### src/rtl/fpu_signq.sv
// Issue-side sign tag queue: holds {Xs, Ys, Sqrt, Op} in issue order across multicycle
// units and, on each unit result, retires the oldest tag into a registered result sign.
module fpu_signq #(
    parameter int DEPTH = 4
) (
    input  logic                         clk,
    input  logic                         resetn,
    input  logic                         FlushE,
    input  logic                         IssueValid,
    output logic                         IssueReady,
    input  logic                         IssueXs,
    input  logic                         IssueYs,
    input  logic                         IssueSqrt,
    input  logic [1:0]                   IssueOp,
    input  logic                         ResultValid,
    input  logic                         FmaSs,
    input  logic                         CvtCs,
    output logic                         Ms,
    output logic                         MsValid,
    output logic [$clog2(DEPTH+1)-1:0]   Count,
    output logic                         Underflow
);

    localparam int AW = (DEPTH > 1) ? $clog2(DEPTH) : 1;
    localparam int CW = $clog2(DEPTH + 1);

    localparam logic [1:0] OP_FMA = 2'b00;
    localparam logic [1:0] OP_DIV = 2'b01;
    localparam logic [1:0] OP_CVT = 2'b10;

    // Tag layout: [4] Xs, [3] Ys, [2] Sqrt, [1:0] Op
    logic [4:0]    r_mem [DEPTH];
    logic [AW-1:0] r_wptr;
    logic [AW-1:0] r_rptr;
    logic [CW-1:0] r_count;
    logic          r_ready;
    logic          r_ms;
    logic          r_ms_valid;
    logic          r_underflow;

    logic          w_empty;
    logic          w_push;
    logic          w_pop;
    logic [4:0]    w_wdata;
    logic [4:0]    w_head;
    logic          w_sel_sign;
    logic [CW-1:0] w_count_next;

    assign w_empty = (r_count == '0);
    // Ready is the registered not-full flag, so a same-cycle pop never frees a slot early.
    assign w_push  = IssueValid & r_ready & ~FlushE;
    assign w_pop   = ResultValid & ~w_empty & ~FlushE;
    assign w_wdata = {IssueXs, IssueYs, IssueSqrt, IssueOp};
    assign w_head  = r_mem[r_rptr];

    always_comb begin
        w_sel_sign = 1'b0;
        case (w_head[1:0])
            OP_FMA:  w_sel_sign = FmaSs;
            OP_DIV:  w_sel_sign = w_head[4] ^ (w_head[3] & ~w_head[2]);
            OP_CVT:  w_sel_sign = CvtCs;
            default: w_sel_sign = 1'b0;
        endcase
    end

    always_comb begin
        w_count_next = r_count;
        if (FlushE) begin
            w_count_next = '0;
        end else begin
            case ({w_push, w_pop})
                2'b10:   w_count_next = r_count + 1'b1;
                2'b01:   w_count_next = r_count - 1'b1;
                default: w_count_next = r_count;
            endcase
        end
    end

    always_ff @(posedge clk or negedge resetn) begin
        if (!resetn) begin
            for (int i = 0; i < DEPTH; i++) begin
                r_mem[i] <= '0;
            end
        end else if (w_push) begin
            r_mem[r_wptr] <= w_wdata;
        end
    end

    always_ff @(posedge clk or negedge resetn) begin
        if (!resetn) begin
            r_wptr      <= '0;
            r_rptr      <= '0;
            r_count     <= '0;
            r_ready     <= 1'b1;
            r_ms        <= 1'b0;
            r_ms_valid  <= 1'b0;
            r_underflow <= 1'b0;
        end else begin
            r_count    <= w_count_next;
            r_ready    <= (w_count_next != CW'(DEPTH));
            r_ms_valid <= w_pop;
            if (FlushE) begin
                r_wptr <= '0;
                r_rptr <= '0;
            end else begin
                if (w_push) begin
                    r_wptr <= r_wptr + 1'b1;
                end
                if (w_pop) begin
                    r_rptr <= r_rptr + 1'b1;
                    r_ms   <= w_sel_sign;
                end
                // No bypass: a result arriving with nothing queued is an underflow even if a tag is pushed now.
                if (ResultValid && w_empty) begin
                    r_underflow <= 1'b1;
                end
            end
        end
    end

    assign IssueReady = r_ready;
    assign Ms         = r_ms;
    assign MsValid    = r_ms_valid;
    assign Count      = r_count;
    assign Underflow  = r_underflow;

endmodule

### config.mk
export PLATFORM = sky130hd
export DESIGN_NAME = fpu_signq
export DESIGN_NICKNAME = d
export VERILOG_FILES = /design/src/rtl/fpu_signq.sv
export SDC_FILE = /design/constraint.sdc
export NUM_CORES = 1
export LEC_CHECK = 0
export ABC_AREA = 1
export BUFFER_PORTS_ARGS = -buffer_cell sky130_fd_sc_hd__buf_4
export CAP_MARGIN = 20
export CORE_MARGIN = 2
export CORE_UTILIZATION = 48
export CTS_CLUSTER_SIZE = 28
export DETAILED_ROUTE_END_ITERATION = 12
export GPL_ROUTABILITY_DRIVEN = 0
export PLACE_DENSITY = 0.74
export REMOVE_ABC_BUFFERS = 1
export SYNTH_ARGS = -nofsm -noshare
export SYNTH_HDL_FRONTEND = slang
export SYNTH_SLANG_ARGS = --single-unit
### constraint.sdc
create_clock -name clk -period 2.96 [get_ports clk]
set_input_delay 0.444 -clock clk [delete_from_list [all_inputs] [get_ports clk]]
set_output_delay 0.444 -clock clk [all_outputs]
set_load 0.02 [all_outputs]
Word-level counts from Yosys, hierarchy flattened
Index checks and enable logic that the tools add are counted.

Add/subtract/negate cells: 4. $lt $le $gt $ge: 3. Eq/ne operators: 5. Mux-type cells: 13. Bitwise gates (word level): 11. Reduce and logical (&&, ||, !) cells: 8.

Operator list (number): $bwmux W20 (1); $mux W5 (3); $bmux W5 S2 (1); $demux W5 S2 (1); $mux W2 (4); $ge A3 B3 Y1 const B (2); $not A2 Y3 (2); $pmux W3 S2 (1); $and A1 B1 Y1 (5); $add A2 B1 Y2 const B (2); $eq A2 B1 Y1 const B (2); $eq A2 B2 Y1 const B (2); $reduce_and A2 Y1 (2); $reduce_bool A2 Y1 (2); $add A3 B1 Y3 const B (1); $logic_not A3 Y1 (1); $lt A3 B1 Y1 const B (1); $mux W3 (1); $ne A3 B3 Y1 const B (1); $not A1 Y1 (3); $pmux W1 S3 (1); $sub A3 B1 Y3 const B (1); $logic_and A1 B1 Y1 (2); $logic_not A2 Y1 (1); $xor A1 B1 Y1 (1).

Bits in registers: 31. Bits of input ports: 12. Output and inout port bits: 7. Logic and storage cells: 55.

Logic depth before layout (Yosys ltp)
Depth in word-level cells: 8. Gate-level depth with buffers: 11. Mapped depth without buffers: 11.

Least setup slack after synthesis
Ideal clock, no wire load.

Path kind: register -> register. From: reg r_ready (netlist: IssueReady). To: reg r_ready (netlist: IssueReady). Setup time: 0.088 ns. Arrival time: 2.151 ns. Required time: 2.872 ns. Path slack: 0.721 ns. Stages on the path, launching flop included: 11. Buffers on the path: 0. Period minus slack after synthesis: 2.239 ns. Cell sequence: dfstp_2 inv_1 nor3_4 inv_1 ha_1 fa_1 nor2_1 nor2_1 and3_1 nor3_1 nand3b_1.

Word-level cells in the longest chain between the ends: 6. Elaborated cells between the ends (all ways): 7. Those cells by class: 3 x eq/ne; 2 x mux; 2 x bitwise.

RTL lines: start: declaration (line 36) `logic r_ready;`; start signal: assignment (line 100) `r_ready <= (w_count_next != CW'(DEPTH));`; $and A1 B1 Y1 * (2 in series) (line 51) `assign w_push = IssueValid & r_ready & ~FlushE;`; $eq A2 B1 Y1 or $eq A2 B2 Y1 (tied branches) (line 71) `case ({w_push, w_pop})`; $pmux W3 S2 * (line 71); $mux W3 * (line 68) `if (FlushE) begin`; named net w_count_next[2] (line 47) `logic [CW-1:0] w_count_next;`; $ne A3 B3 Y1 * (line 100).

The timed path passes the listed nets; every way through them passes the cells marked *. A chain may end at the register's enable or synchronous reset.

Worst setup path in the final report
Ends and elaborated chain as after synthesis.

==> metrics list <==
- Cell taking the most area after synthesis: dfrtp_1
* Total negative slack: 0 ns
* Ys Warns: 0
* Die Area: 3560 sq um
- Capture point of the worst reg-to-reg path: IssueReady$_DFF_PN1_
* Kind of critical path: reg -> reg
- The internal power of the cells totals 772 uW.
- The cell count after synthesis came out at 178.
- Worst-path cell with the longest stage delay: dfstp_2
- Power after layout: 1120 uW
- Worst-case setup slack after placement: 0.587 ns
* Switching power summed over all nets: 352 uW
- Clock-pin slew was measured on the worst setup and hold paths at 0.09 ns.
- The final critical path takes up 80.0% of the cycle.
- After synthesis, the largest area contributor takes up 50.4% of total cell area.
- The worst setup path is captured at a flop.
- Std cell rows: 20
- Synth-to-Final Area Change: 16.0%
* Clock power share: between 20% and 30%
- Via density: 5.17
- Buffers inserted during clock tree synthesis total 5.
* Nets: 220
- Final Critical Period: 2.37 ns
* Launch point of the critical path: IssueReady$_DFF_PN1_
* Starting density of the core: about half
- Critical path peak fanout: 7
- Setup repair after global routing missed its margin: no
- Number of placed I/O pins: 19
* Crit path cell chain: inv_1 > nor3_4 > inv_1 > ha_1 > fa_1 > nor2_1 > nor2_1 > and3_1 > nor3_1 > nand3b_1
- Launch point of the worst reg-to-reg path: IssueReady$_DFF_PN1_
* Arrival time at the worst endpoint: ~2.6 ns
* Quantity of I/O buffers inserted on ports: 18
* Register-to-register setup slack: 0.59 ns
- Total track usage: 19.3%
- Derived from the worst setup path, the maximum achievable clock frequency is 0.422 GHz.
* Relative max-transition margin: around three quarters
- Antenna fix cells: 0
- Clk Latency, worst-skew pair: roughly 0.32 ns
- In this run, post-CTS repair resized a total of 0 instances.
- Die Y-Extent: 59.7 um
- Switching share of power: between 30% and 40%
- Count of pins over their slew limit: 0
* Total detailed-routing wirelength: 2870 um
* Power share of the sequential group: roughly half
- IR drop worst, VDD: a little over 0.0004 V
- Share of synthesized area occupied by flip-flops and latches: a little over half
* Highest cell delay on the worst timing path: 0.54 ns
* Syn_area_per_cell: approximately 8.4 sq um
- The first global-routing pass estimated 5060 um of wire.
- Power spread over the standard cell area amounts to 651 nW/um^2.
- Final routed DRC violation total: 0
- First-pass iteration count of the detailed router: 4
- # setup viols final: 0
- Average wire per cell in the routed design: 12.2 um
- The final-report hold violation count is 0.
* Final global-route overflow total: 0
- LEAKAGE: ~0.00089 uW
- Cell area after technology mapping: 1490 sq um
- Data on the critical path is required at its endpoint by 3.21 ns.
* Pin count of the biggest net entering global routing: 32
- Share of post-route cells with drive strength above 1: around 16%
- The number of antenna violations at the first check in global routing was 0.
* Vias: 1,221
* Die span in x: 59.7 um
- The first routing iteration left 93 violations.
- Number of global-route vias before repair: 1,159
* CTS tree: done
- Post-route setup slack: 0.592 ns
- Clock skew on the completed layout was measured at 0.00662 ns.
* Setup Buffers After CTS: 0
- In this run the worst hold path is classified as in -> async.
- Antenna viol nets, final: 0
* Synth area leaders: dfrtp_1 (50%), nand2_1 (13%), o21ai_0 (8.4%)
* Hold Buf Count CTS: 0
- Across the run, the number of max-cap violations was 0.
- The run finished with clean final reports.
* Area inside the core boundary: ~3000 sq um
- Number of unique standard cell types used by synthesis: 19
- Clock root cell: clkbuf_4
- Detailed placement finished with a half-perimeter wire length of 2130 um.
- Slew at the pin closest to its max-slew limit: 0.375 ns
- The clock passes through at most 2 buffers.
- Counting every sink on the clock net gives 31.
- Startpoint class of the critical path: flop
- The worst register-to-register path has a depth of 10.
* Count of H-tree levels built during CTS: 2
- In this run, the combinational gates consume 24.2% of the power.
- The synthesized design contains 31 register bits.
## through the flow
stage	instance area [sq um]	hold WS (ns)	cells	util, %
2_1_floorplan	1480	0.148	177	-
3_3_place_gp	1660	0.393	228	55.2
3_5_place_dp	1660	0.392	228	55.2
4_1_cts	1730	0.0302	236	57.5
5_1_grt	1730	0.0348	236	57.5
6_report	1730	0.0191	236	57.5
## Yosys cell counts
cell       n
and3_1     1
dfrtp_1   30
a31o_2     1
nand2_2    4
nor2_1     9
nand3b_1   3
buf_4      1
a21oi_1    3
nor3_4     1
o21ai_0   25
o21ai_1    1
inv_2      1
dfstp_2    1
ha_1       5
nand2_1   50
fa_1       1
inv_1     26
nand3_1   12
nor3_1     3
## how the worst max path moves through the flow
stage | slack (ns) | to
finish | 0.59 | IssueReady$_DFF_PN1_
global route | 0.45 | IssueReady$_DFF_PN1_
CTS | 0.58 | IssueReady$_DFF_PN1_
detailed placement | 0.59 | IssueReady$_DFF_PN1_
global placement | 0.69 | IssueReady$_DFF_PN1_
floorplan | 0.72 | IssueReady$_DFF_PN1_
## critical path: cells and delay by family, from the launching register on
family | cells | cell delay (ns)
buffers and inverters | 2 | 0.15
adders and majority gates | 2 | 0.64
DFF | 1 | 0.54
and+or+nand+nor | 6 | 0.96
## registers in the layout, indices dropped and copies added (netlist names)
register,cells
r_mem,20
MsValid,1
Count,3
r_wptr,2
Ms,1
Underflow,1
r_rptr,2
IssueReady,1
## area by class of cell
class | instances | area [sq um]
clock buffer | 8 | 68.8
fill | 283 | 1280
inverter | 27 | 101
multi-input combinational | 119 | 603
sequential | 31 | 777
tap | 33 | 41.3
timing repair buffer | 18 | 135
## kinds of logic (layout without fill, tap and decap cells)
logic type	after synthesis	in the layout	synth area share, %
DFF	31	31	52.2
buffers and inverters	28	53	7.31
AOI/OAI and AO/OA	30	30	10.3
adders and majority gates	6	6	5.55
and+or+nand+nor	83	83	24.6
## layer usage
| layer | track usage (%) | up-vias | share of wire (%) |
|---|---|---|---|
| li1 | - | 616 | - |
| met1 | 26.3 | 564 | 45 |
| met2 | 29.8 | 37 | 48 |
| met3 | 6.49 | 4 | 6.3 |
| met4 | 4.76 | 0 | 0.84 |
| met5 | 0 | - | 0 |
## cells in the final DEF (no fill, tap or decap)
cell type  count
nand2_1       50
dfrtp_1       30
inv_1         26
o21ai_0       25
buf_4         18
nand3_1       12
nor2_1         9
ha_1           5
clkbuf_4       5
nand2_2        4
nor3_1         3
a21oi_1        3
nand3b_1       3
clkbuf_8       2
dfstp_2        1
nor3_4         1
and3_1         1
inv_2          1
a31o_2         1
o21ai_1        1
fa_1           1
clkbuf_1       1
## power by group through the flow
stage	logic [uW]	clock network, uW	registers [uW]
after floorplan	177	0	588
after global placement	262	0	584
after detailed placement	274	0	587
after CTS	276	280	579
after global routing	321	302	592
final	272	273	580
Power figures use the tool's default switching activity.
